==> config.mk <==
export PLATFORM = sky130hd
export DESIGN_NAME = gray_decoder_serial
export DESIGN_NICKNAME = d
export VERILOG_FILES = /design/src/rtl/gray_pkg.sv /design/src/rtl/gray_step_check.sv /design/src/rtl/gray_decoder_serial.sv
export SDC_FILE = /design/constraint.sdc
export NUM_CORES = 1
export LEC_CHECK = 0
export CAP_MARGIN = 20
export CORE_ASPECT_RATIO = 0.6
export CORE_MARGIN = 5
export CORE_UTILIZATION = 40
export CTS_CLUSTER_SIZE = 40
export DETAILED_ROUTE_END_ITERATION = 6
export GPL_TIMING_DRIVEN = 0
export PLACE_DENSITY = 0.69
export SLEW_MARGIN = 40
export SYNTH_ARGS = -nofsm -noshare
export SYNTH_HDL_FRONTEND = slang
export SYNTH_SLANG_ARGS = --single-unit
==> constraint.sdc <==
create_clock -name clk -period 5.7 [get_ports clk]
set_input_delay 0.57 -clock clk [delete_from_list [all_inputs] [get_ports clk]]
set_output_delay 0.57 -clock clk [all_outputs]
set_load 0.01 [all_outputs]
==> src/rtl/gray_pkg.sv <==
// Shared types and defaults for the bit-serial Gray-to-binary decoder.
package gray_pkg;

    // Decoder FSM: wait for a word, resolve it bit by bit, present the result.
    typedef enum logic [1:0] {
        IDLE  = 2'd0,
        SHIFT = 2'd1,
        HOLD  = 2'd2
    } gray_dec_state_t;

    localparam int GRAY_DEFAULT_WIDTH = 8;

endpackage : gray_pkg

==> src/rtl/gray_step_check.sv <==
// Adjacency check between a freshly decoded word and the previously delivered
// one. Purely combinational; the caller registers the result.
module gray_step_check
    import gray_pkg::*;
#(
    parameter int WIDTH = GRAY_DEFAULT_WIDTH
) (
    input  logic [WIDTH-1:0] cur,
    input  logic [WIDTH-1:0] prev,
    input  logic             have_prev,
    output logic             first,
    output logic             step_ok
);

    logic [WIDTH-1:0] diff;

    // Natural WIDTH-bit wrap makes max->0 and 0->max both look like +/-1.
    always_comb begin
        diff    = cur - prev;
        first   = !have_prev;
        step_ok = have_prev && ((diff == WIDTH'(1)) || (diff == {WIDTH{1'b1}}));
    end

endmodule : gray_step_check

==> src/rtl/gray_decoder_serial.sv <==
// Bit-serial Gray-to-binary decoder. One binary bit is resolved per clock,
// MSB first; the finished word is held on an output handshake together with
// flags saying whether it is adjacent to the previously delivered word.
module gray_decoder_serial
    import gray_pkg::*;
#(
    parameter int WIDTH = GRAY_DEFAULT_WIDTH
) (
    input  logic             clk,
    input  logic             rst,
    input  logic             clr,
    input  logic             in_valid,
    output logic             in_ready,
    input  logic [WIDTH-1:0] in_gray,
    output logic             out_valid,
    input  logic             out_ready,
    output logic [WIDTH-1:0] out_bin,
    output logic             out_first,
    output logic             out_step_ok
);

    localparam int IDX_W = (WIDTH > 1) ? $clog2(WIDTH) : 1;

    gray_dec_state_t  state_q,     state_d;
    logic [WIDTH-1:0] gray_q,      gray_d;      // Gray word, current bit at MSB
    logic [WIDTH-1:0] acc_q,       acc_d;       // binary bits resolved so far
    logic [IDX_W-1:0] idx_q,       idx_d;       // bit index being resolved
    logic             carry_q,     carry_d;     // previously resolved binary bit
    logic [WIDTH-1:0] bin_q,       bin_d;       // word presented in HOLD
    logic             first_q,     first_d;
    logic             step_ok_q,   step_ok_d;
    logic [WIDTH-1:0] prev_q,      prev_d;      // last word actually delivered
    logic             have_prev_q, have_prev_d;

    logic             cur_bit;
    logic             last_bit;
    logic [WIDTH-1:0] word_done;
    logic             chk_first;
    logic             chk_step_ok;

    // Handshake flags come straight from registered state.
    assign in_ready    = (state_q == IDLE);
    assign out_valid   = (state_q == HOLD);
    assign out_bin     = bin_q;
    assign out_first   = first_q;
    assign out_step_ok = step_ok_q;

    // Binary bit for the current index and the full word as it will look
    // once bit 0 lands; only meaningful on the final SHIFT edge.
    always_comb begin
        cur_bit      = carry_q ^ gray_q[WIDTH-1];
        last_bit     = (idx_q == '0);
        word_done    = acc_q;
        word_done[0] = cur_bit;
    end

    gray_step_check #(
        .WIDTH(WIDTH)
    ) u_step_check (
        .cur      (word_done),
        .prev     (prev_q),
        .have_prev(have_prev_q),
        .first    (chk_first),
        .step_ok  (chk_step_ok)
    );

    // Next-state logic; clr overrides every handshake in the same cycle.
    always_comb begin
        state_d     = state_q;
        gray_d      = gray_q;
        acc_d       = acc_q;
        idx_d       = idx_q;
        carry_d     = carry_q;
        bin_d       = bin_q;
        first_d     = first_q;
        step_ok_d   = step_ok_q;
        prev_d      = prev_q;
        have_prev_d = have_prev_q;

        if (clr) begin
            state_d     = IDLE;
            have_prev_d = 1'b0;
        end else begin
            case (state_q)
                IDLE: begin
                    if (in_valid) begin
                        gray_d  = in_gray;
                        acc_d   = '0;
                        idx_d   = IDX_W'(WIDTH - 1);
                        carry_d = 1'b0;
                        state_d = SHIFT;
                    end
                end
                SHIFT: begin
                    acc_d[idx_q] = cur_bit;
                    carry_d      = cur_bit;
                    gray_d       = {gray_q[WIDTH-2:0], 1'b0};
                    idx_d        = idx_q - IDX_W'(1);
                    if (last_bit) begin
                        bin_d     = word_done;
                        first_d   = chk_first;
                        step_ok_d = chk_step_ok;
                        state_d   = HOLD;
                    end
                end
                HOLD: begin
                    if (out_ready) begin
                        prev_d      = bin_q;
                        have_prev_d = 1'b1;
                        state_d     = IDLE;
                    end
                end
                default: state_d = IDLE;
            endcase
        end
    end

    // State and datapath registers; reset discards any word in flight.
    always_ff @(posedge clk or posedge rst) begin
        if (rst) begin
            state_q     <= IDLE;
            gray_q      <= '0;
            acc_q       <= '0;
            idx_q       <= '0;
            carry_q     <= 1'b0;
            bin_q       <= '0;
            first_q     <= 1'b1;
            step_ok_q   <= 1'b0;
            prev_q      <= '0;
            have_prev_q <= 1'b0;
        end else begin
            state_q     <= state_d;
            gray_q      <= gray_d;
            acc_q       <= acc_d;
            idx_q       <= idx_d;
            carry_q     <= carry_d;
            bin_q       <= bin_d;
            first_q     <= first_d;
            step_ok_q   <= step_ok_d;
            prev_q      <= prev_d;
            have_prev_q <= have_prev_d;
        end
    end

endmodule : gray_decoder_serial

* After elaboration in Yosys (flattened, before gate mapping) *
Index checks and enable logic that the tools add are counted.

storage, ports and cells
  memories kept = 0
  bits in read-only memories = 0
  register bits = 41
  bits in latches = 0
  logic and storage cells = 57
  bits in writable memories = 0
  bits of input ports = 13

cells by class
  bitwise operators = 2
  mux-type cells = 19
  add/sub/neg operators = 2
  shift operators = 0
  equal/unequal tests = 8
  $mul = 0
  reductions and logical operators = 14
  magnitude comparators = 2
  div/mod/pow operators = 0

operators by type and width
  kind                   count
  $pmux W8 S2            2
  $mux W8                2
  $reduce_and A3 Y1      4
  $bwmux W8              1
  $eq A8 B1 Y1 const B   1
  $eq A8 B8 Y1 const B   1
  $mux W2                4
  $sub A8 B8 Y8          1
  $ne A3 B3 Y1 const B   2
  $pmux W2 S3            1
  $pmux W3 S2            1
  $reduce_bool A2 Y1     3
  $mux W1                5
  $lt A3 B4 Y1 const B   1
  $demux W1 S3           1
  $ge A3 B1 Y1 const B   1
  $logic_not A3 Y1       1
  $mux W3                1
  $ne A3 B2 Y1 const B   1
  $sub A3 B1 Y3 const B  1
  $eq A2 B1 Y1 const B   1
  $eq A2 B2 Y1 const B   1
  $logic_and A1 B1 Y1    2
  $logic_not A2 Y1       1
  7 further kinds        7

* Depth between registers and ports, before layout *
  word-level depth = 6
  gate-level depth with buffers = 10
  depth with buffers taken out = 10

* Cells and area by module *
A second synthesis with hierarchy kept.

second synthesis, totals
  cell total of the unflattened synthesis = 197
  area, all modules = 2208.4 um^2

modules (own cells, without submodules)
  module               cells an instance  seq. area each (um^2)  times used  area an instance (um^2)
  gray_decoder_serial  144                1002.2                 1           1789.2
  gray_step_check      53                 0.0                    1           419.2

* Least setup slack after synthesis *
OpenSTA, ideal clock, no wires.

  path kind = register to register
  from = register gray_q[7]
  to = register step_ok_q, in the netlist out_step_ok
  clock period less this slack = 2.798 ns
  path slack = 2.902 ns
  library setup time = 0.069 ns
  cell stages (with the launch flop) = 11
  arrival time = 2.729 ns
  buffers on the path = 0
  cell sequence = dfrtp_1 > xnor2_1 > ha_1 > inv_1 > fa_1 > xor2_1 > nand2_1 > or3_1 > or4_1 > or4_1 > nand3_1

between the ends
  word-level cells in the longest chain between the ends = 5
  elaborated cells between the ends (all ways) = 6
  classes of those cells = add/sub (1); eq/ne (2); bitwise (1); reduce/logical (2)

RTL lines
  element                                       RTL line                    source
  start: declaration                            gray_decoder_serial.sv:25   logic [WIDTH-1:0] gray_q, gray_d;
  start signal: assignment                      gray_decoder_serial.sv:133  gray_q <= gray_d;
  $xor A1 B1 Y1 (*)                             gray_decoder_serial.sv:51   cur_bit = carry_q ^ gray_q[WIDTH-1];
  $sub A8 B8 Y8 (*)                             gray_step_check.sv:19       diff = cur - prev;
  $eq A8 B1 Y1 or $eq A8 B8 Y1 (tied branches)  gray_step_check.sv:21       step_ok = have_prev && ((diff == WIDTH'(1)) || (diff == {WIDTH{1'b1}}));
  $logic_or A1 B1 Y1 (*)                        gray_step_check.sv:21
  $logic_and A1 B1 Y1 (*)                       gray_step_check.sv:21
  end signal: assignment                        gray_decoder_serial.sv:139  step_ok_q <= step_ok_d;
  end: declaration                              gray_decoder_serial.sv:31   logic step_ok_q, step_ok_d;

Mark *: on every way between the ends. The rest lies on a longest branch, timed or not.
A chain may end at the register's enable or synchronous reset.

* Worst setup path after layout *
Same ends and word-level chain as after synthesis.

==> impl_metrics.py <==
metrics = {
    "outcome": {
        "status": "finished, final reports clean",
    },
    "final_layout": {
        "syn_to_final_growth_pct": 19.9,
        "drive_above_1_share_pct": 8.94,
        "n_antenna_cell": 0,
        "fin_nets": 269,
        "fillers": 465,
    },
    "run": {
        "cap_violations": 0,
    },
    "timing": {
        "timing_hold_violations_final": 0,
        "fin_worst_skew_ns": 0.00310,
        "relSlewSlack_pct": 62.0,
        "fin_ws_ns": 2.61,
        "period_share_pct": 54.2,
        "slew_viol_final": 0,
        "finalSetupTns_ns": 0,
        "setup_violations": 0,
        "worstMarginPinSlew_ns": 0.566,
        "rsz0062_at_grt": "false",
        "min_period_ns": 3.09,
        "max_freq_mhz": 323,
    },
    "setup_path": {
        "worstPathRequired_ns": 5.93,
        "cp.arrival_ns": 3.33,
        "critPathMaxFanout": 4,
        "crit_type": "reg -> reg",
        "end_kind": "flop",
        "crit_path_start_kind": "flop",
    },
    "route": {
        "avgViaCountPerCell": 5.22,
        "drtPass1Iterations": 4,
        "ant_nets": 0,
        "post_drt_wl_per_cell_um": 14.9,
        "drt_iter0_drc": 66,
        "drcViolationCount": 0,
        "num_vias": 1629,
        "drt_wl_total_mm": 4.65,
    },
    "power": {
        "finalPower_uw": 717,
        "switching_share_pct": 31.8,
        "comb_power_share_pct": 24.2,
        "peakVddDrop_v": 0.000239,
        "p_seq_share_pct": 48.1,
        "clock_power_share_pct": 27.7,
        "p_per_area_nw_per_um2": 285,
        "p_leak_uw": 0.00118,
        "p_int_uw": 489,
        "p_switching_uw": 228,
    },
    "yosys": {
        "synth_cell_types": 41,
        "synthCells": 214,
        "yosys.area.top_type": "dfrtp_1",
        "ys_async_sr_fraction_pct": 100,
        "synth_fp_nets": 238,
        "synth_area_um2": 2100,
        "ys.warnings.count": 0,
        "yosys.area.top_type_share_pct": 46.6,
        "ys_ff_latch": 40,
        "netlist_top_cells_area": "dfrtp_1 47%, o21ai_0 7.9%, ha_1 6.0%",
        "avgSynthCellArea_um2": 9.79,
        "synth_top_flop_cell": "dfrtp_1",
        "synth-edff-count": 0,
        "seq_area_frac_synth_pct": 47.8,
    },
    "global_route": {
        "grt_max_degree": 41,
        "grt_overflow_total": 0,
        "antenna_found_initial": 0,
        "grt_pass1_vias": 1591,
        "grt.total_usage_pct": 15.1,
        "grt_pass1_wl_mm": 7.91,
    },
    "cts": {
        "clock-sinks": 40,
        "cts_tree": "built",
        "clk_pin_slew_ns": 0.08,
        "clk_latency_ns": 0.29,
        "ctsResizeCount": 0,
        "clockRootBuffer": "clkbuf_8",
        "holdBufCountCts": 0,
        "post_cts_buffers": 0,
        "htree_levels": 2,
        "cts_buffer_depth": 2,
        "numCtsBuffers": 5,
    },
    "placement": {
        "place_congestion": 0.887,
        "portBuffers": 24,
        "dp_slack_ns": 2.43,
        "dpl.hpwl_mm": 3.50,
    },
    "floorplanning": {
        "dieArea_um2": 6830,
        "fp.dieW_um": 103,
        "dieHeight_um": 66.1,
        "rows": 20,
        "core_area_um2": 5080,
        "ioPinCount": 25,
        "start_util_pct": 41.3,
    },
    "min_path": {
        "hold_path_class": "reg -> reg",
    },
}
-- logic make-up (layout without fill, tap and decap cells) --
| family | count (synthesis) | count (layout) | synth area share (%) |
|---|---|---|---|
| buf+inv | 27 | 59 | 5.73 |
| simple gates | 55 | 55 | 13.1 |
| compound gates | 62 | 62 | 17.4 |
| flops | 40 | 40 | 47.8 |
| mux | 13 | 13 | 6.57 |
| fa+ha+maj | 11 | 11 | 6.93 |
| xor+xnor | 6 | 6 | 2.51 |
-- through the flow --
step	area, um2	hold WS (ns)	std cells	utilization [%]
finish	2510	0.483	312	49.5
detailed placement	2420	0.476	304	47.7
global placement	2420	0.465	304	47.6
global route	2510	0.506	312	49.5
floorplan	2100	0.429	214	-
CTS	2510	0.489	312	49.5
-- power groups by stage --
stage | registers (uW) | clock network (uW) | logic [uW]
after floorplan | 347 | 0 | 115
after global placement | 350 | 0 | 169
after detailed placement | 350 | 0 | 173
after CTS | 345 | 202 | 174
after global routing | 349 | 216 | 197
final | 345 | 199 | 174
-- cells in the final DEF, fill, tap and decap left out, types with 4 or more instances in the layout --
master / Yosys / routed
dfrtp_1: 39 / 39
o21ai_0: 33 / 33
nand2_1: 27 / 27
clkdlybuf4s50_1: 0 / 24
inv_1: 17 / 16
ha_1: 10 / 10
a21oi_1: 8 / 8
clkbuf_1: 7 / 7
mux2i_1: 7 / 7
nor2_1: 6 / 6
nand3_1: 6 / 6
mux2_2: 6 / 6
clkbuf_8: 0 / 6
nand2b_1: 4 / 4
o21a_1: 4 / 4
-- critical path: stages (launching register included) --
cell     delay, ns
dfrtp_1       0.40
xnor2_1       0.33
ha_1          0.22
inv_1         0.05
fa_1          0.43
xor2_1        0.22
nand2_1       0.06
or3_1         0.30
or4_1         0.50
or4_1         0.41
nand3_1       0.10
-- synth_stat cells (2+ instances only) --
cell      number
nand2_1       27
xnor2_1        3
buf_6          2
ha_1          10
nand2b_1       4
a21oi_1        8
a211oi_1       3
xor2_1         3
nor2_1         6
o21ai_0       33
clkbuf_1       7
inv_1         17
or4_1          2
nand3_1        6
a21o_1         2
or3_1          2
mux2_2         6
o21a_1         4
mux2i_1        7
o22ai_1        3
dfrtp_1       39
-- area by class of cell --
type,instances,area [um2],share of cell area (%)
buffer,10,56.3,2.24
clock buffer,6,82.6,3.29
clock inverter,2,10.0,0.398
inverter,17,66.3,2.64
multi-input combinational,147,973,38.7
sequential,40,1000,39.9
tap,66,82.6,3.29
timing repair buffer,24,240,9.56
-- path summary, 6_finish.rpt --
path                            startpoint          end  slack (ns)  cells past startpoint
worst max-delay path             gray_q[7]  out_step_ok        2.61                     10
worst min-delay path             out_first    out_first        0.48                      2
worst max register to register   gray_q[7]  out_step_ok        2.61                     10
worst min register to register   out_first    out_first        0.48                      2
max in group asynchronous              rst    out_first        4.69                      2
min in group asynchronous              rst    gray_q[5]        0.65                      2
-- flip-flops by register name, indices dropped and copies added, names as in the netlist --
name,count
out_bin,8
idx_q,3
state_q,2
have_prev_q,1
prev_q,8
out_first,1
out_step_ok,1
gray_q,8
acc_q,7
carry_q,1
-- routing by layer --
| layer | track usage, % | up-vias | part of all wire [%] |
|---|---|---|---|
| li1 | - | 805 | - |
| met1 | 24.5 | 783 | 58 |
| met2 | 19.2 | 34 | 36 |
| met3 | 4.00 | 7 | 5.1 |
| met4 | 3.39 | 0 | 0.86 |
| met5 | 0 | - | 0 |
(Power assumes the default switching activity.)
